File: src/rtl/upstream_link_serializer.sv
// upstream_link_serializer: credit-gated serializer that splits core words into channel beats.
// One-entry input buffer feeds a beat shifter; io_token rising edges return credits.
module upstream_link_serializer #(
    parameter int DATA_WIDTH = 64,
    parameter int CHANNELS   = 2,
    parameter int CH_WIDTH   = 8,
    parameter int CREDITS    = 64
) (
    input  logic                               clk,
    input  logic                               rst,
    input  logic                               core_valid_in,
    input  logic [DATA_WIDTH-1:0]              core_data_in,
    output logic                               core_ready_out,
    output logic                               io_valid_out,
    output logic [CHANNELS*CH_WIDTH-1:0]       io_data_out,
    input  logic                               io_token,
    output logic [$clog2(CREDITS+1)-1:0]       credits_avail,
    output logic [15:0]                        words_sent,
    output logic                               credit_err
);
    localparam int BW    = CHANNELS * CH_WIDTH;
    localparam int BEATS = DATA_WIDTH / BW;
    localparam int IW    = BEATS > 1 ? $clog2(BEATS) : 1;
    localparam int CW    = $clog2(CREDITS + 1);
    localparam logic [CW-1:0] CMAX = CW'(CREDITS);
    localparam logic [IW-1:0] LAST = IW'(BEATS - 1);

    generate
        if (BEATS < 1 || BEATS * BW != DATA_WIDTH) begin : g_bad_width
            $error("DATA_WIDTH must be a positive multiple of CHANNELS*CH_WIDTH");
        end
    endgenerate

    typedef enum logic {IDLE, SEND} state_t;

    state_t                state, state_nx;
    logic [IW-1:0]         beat_idx, beat_nx;
    logic                  buf_valid, buf_nx;
    logic [DATA_WIDTH-1:0] buf_data, shift;
    logic                  tok_q;
    logic                  accept, at_last, load, ret;

    assign accept  = core_valid_in && core_ready_out;
    assign at_last = state == SEND && beat_idx == LAST;
    assign load    = buf_valid && credits_avail != '0 && (state == IDLE || at_last);
    assign ret     = io_token && !tok_q;
    assign buf_nx  = load ? 1'b0 : accept ? 1'b1 : buf_valid;

    always_ff @(posedge clk or posedge rst) begin
        if (rst) begin
            state    <= IDLE;
            beat_idx <= '0;
        end else begin
            state    <= state_nx;
            beat_idx <= beat_nx;
        end
    end

    always_comb begin
        state_nx = load ? SEND : at_last ? IDLE : state;
        beat_nx  = (load || at_last) ? '0 : state == SEND ? beat_idx + IW'(1) : beat_idx;
    end

    // ready is the registered complement of the next buffer state, so it never
    // depends combinationally on core_valid_in or io_token
    always_ff @(posedge clk or posedge rst) begin
        if (rst) begin
            buf_valid      <= 1'b0;
            buf_data       <= '0;
            shift          <= '0;
            tok_q          <= 1'b0;
            credits_avail  <= CMAX;
            words_sent     <= '0;
            credit_err     <= 1'b0;
            core_ready_out <= 1'b0;
        end else begin
            tok_q          <= io_token;
            buf_valid      <= buf_nx;
            core_ready_out <= !buf_nx;
            if (accept)
                buf_data <= core_data_in;
            shift <= load ? buf_data : shift >> BW;
            if (at_last)
                words_sent <= words_sent + 16'd1;
            if (load && !ret)
                credits_avail <= credits_avail - CW'(1);
            else if (ret && !load && credits_avail == CMAX)
                credit_err <= 1'b1;
            else if (ret && !load)
                credits_avail <= credits_avail + CW'(1);
        end
    end

    assign io_valid_out = state == SEND;
    assign io_data_out  = io_valid_out ? shift[BW-1:0] : '0;
endmodule

File: config.mk
export PLATFORM = sky130hd
export DESIGN_NAME = upstream_link_serializer
export DESIGN_NICKNAME = d
export VERILOG_FILES = /design/src/rtl/upstream_link_serializer.sv
export SDC_FILE = /design/constraint.sdc
export NUM_CORES = 1
export LEC_CHECK = 0
export CAP_MARGIN = 10
export CORE_ASPECT_RATIO = 1.2
export CORE_UTILIZATION = 31
export DETAILED_ROUTE_END_ITERATION = 16
export PLACE_DENSITY = 0.62
export SLEW_MARGIN = 20
export SYNTH_ARGS = -nofsm -noshare
export SYNTH_HDL_FRONTEND = slang
export SYNTH_SLANG_ARGS = --single-unit
File: constraint.sdc
create_clock -name clk -period 5.45 [get_ports clk]
set_clock_uncertainty 0.2 [all_clocks]
set_input_delay 1.09 -clock clk [delete_from_list [all_inputs] [get_ports clk]]
set_output_delay 1.09 -clock clk [all_outputs]
set_load 0.03 [all_outputs]
==> results.json <==
{
  "setup.worst_path.class": "flop to flop",
  "post-synth-top-count-cell": "sky130_fd_sc_hd__dfrtp_1",
  "cts_hold_buf": 0,
  "clock_sinks": 158,
  "cp_cell_sequence": "and2b_1, nor2_8, ha_1, xor2_1, ha_1, or3_1, a21oi_1, o21a_1, o21ai_0, xnor2_1",
  "globalplace.congestion": 0.702,
  "clockRootBuffer": "sky130_fd_sc_hd__clkbuf_16",
  "number_of_antenna_violations_at_the_first_check_in_global_routing": 0,
  "timing.reg2reg.worst_path_depth": 10,
  "maxCapViolations": 0,
  "post_synthesis_sequential_element_count": 158,
  "dieArea_sq_mm": 0.0219,
  "synth_top_area_share_pct": 59.5,
  "die_w_microns": 135,
  "hold_path_end": "shift[31]$_DFF_PP0_",
  "timing_hold_violations_final": 0,
  "insertion_delay_ns": 0.41,
  "layout-drive-gt1-share_pct": 28.2,
  "relative_contribution_of_sequential_cells_to_total_power_pct": 40.0,
  "synthDistinctLibCells": 44,
  "worstHoldStart": "shift[47]$_DFF_PP0_",
  "detail-route-antenna-nets": 0,
  "dp_hpwl_microns": 8090,
  "initial_utilization_pct": 31.6,
  "setup.reg_to_reg.worst_slack_ns": 1.84,
  "max-vdd-ir-drop_mv": 0.329,
  "timing.rr.end": "credits_avail[4]$_DFFE_PP0P_",
  "tritoncts": "yes",
  "synth_commonest_cells": "157 x sky130_fd_sc_hd__dfrtp_1, 67 x sky130_fd_sc_hd__mux2_2, 47 x sky130_fd_sc_hd__mux2_4, 35 x sky130_fd_sc_hd__and2_1, 16 x sky130_fd_sc_hd__xnor2_1",
  "grt_first_pass_wirelength_microns": 19600,
  "relative_slew_slack_pct": 37.6,
  "static-leakage-power_uw": 0.00379,
  "synth_enable_flop_cells": 0,
  "drc": 0,
  "io_buffers": 109,
  "insertedDiodeCount": 0,
  "worst_ep_required_time_ns": 5.54,
  "critical_path_arrival_ns": 3.70,
  "slowest_delay_ns": 0.62,
  "synthesized_netlist_net_count": 509,
  "leading_area_contributor_after_synthesis": "sky130_fd_sc_hd__dfrtp_1",
  "num_io_pins": 110,
  "fin_util_pct": 40.4,
  "first_iter_violations": 92,
  "totalNegativeSetupSlack_ns": 0,
  "comb_power_share_pct": 36.9,
  "timing.critical_path.from_type": "flop",
  "routed_via_count_divided_by_cell_count": 4.38,
  "pint_uw": 3300,
  "cp_most_frequent_cell": "sky130_fd_sc_hd__ha_1",
  "synth.top_cells.by_area": "sky130_fd_sc_hd__dfrtp_1 60%, sky130_fd_sc_hd__mux2_2 11%, sky130_fd_sc_hd__mux2_4 11%",
  "status": "completed",
  "drt_first_pass_iters": 4,
  "syn_to_final_growth_pct": 27.9,
  "synth_top_flop_cell": "sky130_fd_sc_hd__dfrtp_1",
  "timing.critical_path.to_type": "flop",
  "clock_power_share_pct": 23.2,
  "finalHoldWorstSlack_ns": 0.274,
  "power.density_mw_per_mm2": 572,
  "grt_setup_unrepaired": "false",
  "num_vias": 3622,
  "cpMaxStageDelayCell": "sky130_fd_sc_hd__dfrtp_1",
  "cts.repair.resized": 0,
  "netlist_instances": 435,
  "finalCritPeriodShare_pct": 66.2,
  "first_global_vias": 3823,
  "finish.net_count": 619,
  "swShare_pct": 31.7,
  "worst_slew_pin_slew_ns": 0.937,
  "clock_tree.htree_level_count": 4,
  "route.final.wire_length_microns": 12000,
  "min_delay_path_depth": 1,
  "grtUsageTotal_pct": 11.8,
  "cts-buffers-inserted": 17,
  "max-clock-path-buffers": 2,
  "grt_remaining_overflow": 0,
  "report.final.setup_viol": 0,
  "reg2reg_from": "io_valid_out$_DFFE_PP0P_",
  "post-cts-setup-buffer-count": 0,
  "report.final.slew_viol_count": 0,
  "biggest_fanout_along_the_worst_timing_path": 24,
  "post_synthesis_async_set_or_reset_flop_share_pct": 100,
  "maxClockFrequency_mhz": 277,
  "chipHeight_microns": 162,
  "net_switching_uw": 1530,
  "hold_path.class": "flop to flop",
  "placementRows": 58,
  "cell_area_synth_sq_mm": 0.00660,
  "synth.yosys.warnings": 0,
  "ys_seq_area_share_pct": 59.9,
  "synthesis.area_per_instance_sq_um": 15.2,
  "fin_crit_ns": 3.61,
  "grt_start_max_net_pins": 79,
  "post_drt_wl_per_cell_microns": 14.5,
  "design.core.area_sq_mm": 0.0209,
  "path_clk_slew_ns": 0.06
}
==> power groups by stage <==
stage          Combinational (uW)  Sequential, uW  Clock, uW
2_1_floorplan                1400            1950          0
3_3_place_gp                 1760            1940          0
3_5_place_dp                 1810            1960          0
4_1_cts                      1820            1940       1160
5_1_grt                      1920            1990       1210
6_report                     1780            1930       1120
==> metal layers <==
layer | part of all wire, % | track usage [%]
met5 | 0 | 0
met4 | 1.3 | 4.44
met2 | 50 | 19.3
met3 | 3.7 | 3.46
met1 | 45 | 14.7
==> cell usage in the layout, fill, tap and decap left out, drive strengths merged, types with 2 or more instances in the layout <==
| master | count |
|---|---|
| dfrtp | 157 |
| mux2 | 114 |
| clkdlybuf4s50 | 109 |
| and2 | 35 |
| clkbuf | 22 |
| xnor2 | 16 |
| nand2 | 14 |
| xor2 | 8 |
| nor2 | 7 |
| o21ai | 7 |
| clkinvlp | 6 |
| ha | 6 |
| nand3 | 5 |
| nand4 | 5 |
| and3 | 4 |
| a21oi | 4 |
| nand2b | 3 |
| nor4 | 3 |
| nor3 | 3 |
| inv | 3 |
| and3b | 2 |
| nor2b | 2 |
| a22oi | 2 |
| o21a | 2 |
| clkinv | 2 |
| buf | 2 |
==> area by class of cell <==
type,instances,area (sq um)
inverter,3,22.5
tap,270,338
clock inverter,9,86.3
fill,1924,12500
sequential,158,3960
clock buffer,22,474
multi-input combinational,254,2450
timing repair buffer,111,1120
==> cell families (layout without fill, tap and decap cells) <==
| kind of cell | count (synthesis) | in the layout | synth area share (%) |
|---|---|---|---|
| XOR/XNOR | 24 | 24 | 3.18 |
| flip-flops | 158 | 158 | 59.9 |
| AO/OA/AOI/OAI | 20 | 20 | 2.18 |
| AND/OR/NAND/NOR | 89 | 89 | 8.32 |
| multiplexers | 115 | 115 | 22.3 |
| buffers and inverters | 23 | 145 | 3.01 |
| adder cells (fa/ha/maj) | 6 | 6 | 1.14 |
==> sequential cells by signal, indices dropped and copies added (netlist names) <==
signal / count
io_valid_out: 1
credit_err: 1
shift: 64
core_ready_out: 1
credits_avail: 7
tok_q: 1
words_sent: 16
beat_idx: 2
buf_data: 64
buf_valid: 1
==> worst max path at each step <==
| stage | startpoint | end | cells past startpoint |
|---|---|---|---|
| after floorplan | credits_avail[3]$_DFFE_PP0P_ | credits_avail[4]$_DFFE_PP0P_ | 15 |
| after global placement | io_token | credits_avail[4]$_DFFE_PP0P_ | 10 |
| after detailed placement | io_token | credits_avail[4]$_DFFE_PP0P_ | 10 |
| after CTS | io_valid_out$_DFFE_PP0P_ | credits_avail[4]$_DFFE_PP0P_ | 10 |
| after global routing | io_valid_out$_DFFE_PP0P_ | credits_avail[4]$_DFFE_PP0P_ | 10 |
| final | io_valid_out$_DFFE_PP0P_ | credits_avail[4]$_DFFE_PP0P_ | 10 |
==> stage by stage <==
| step | area [sq um] | worst slack, ns | cells | power (uW) |
|---|---|---|---|---|
| after floorplan | 6610 | 1.97 | 435 | 3350 |
| after global placement | 7890 | 1.69 | 796 | 3700 |
| after detailed placement | 7890 | 1.52 | 796 | 3770 |
| after CTS | 8450 | 1.80 | 827 | 4920 |
| after global routing | 8450 | 1.55 | 827 | 5130 |
| final | 8450 | 1.84 | 827 | 4830 |
==> critical path, delay by kind of cell (launching register included) <==
kind	cells	cell delay, ns
adder cells (fa/ha/maj)	2	0.83
AND/OR/NAND/NOR	3	0.99
flip-flops	1	0.62
XOR/XNOR	2	0.29
AO/OA/AOI/OAI	3	0.54
No activity file was read; power rests on OpenSTA's default activity.
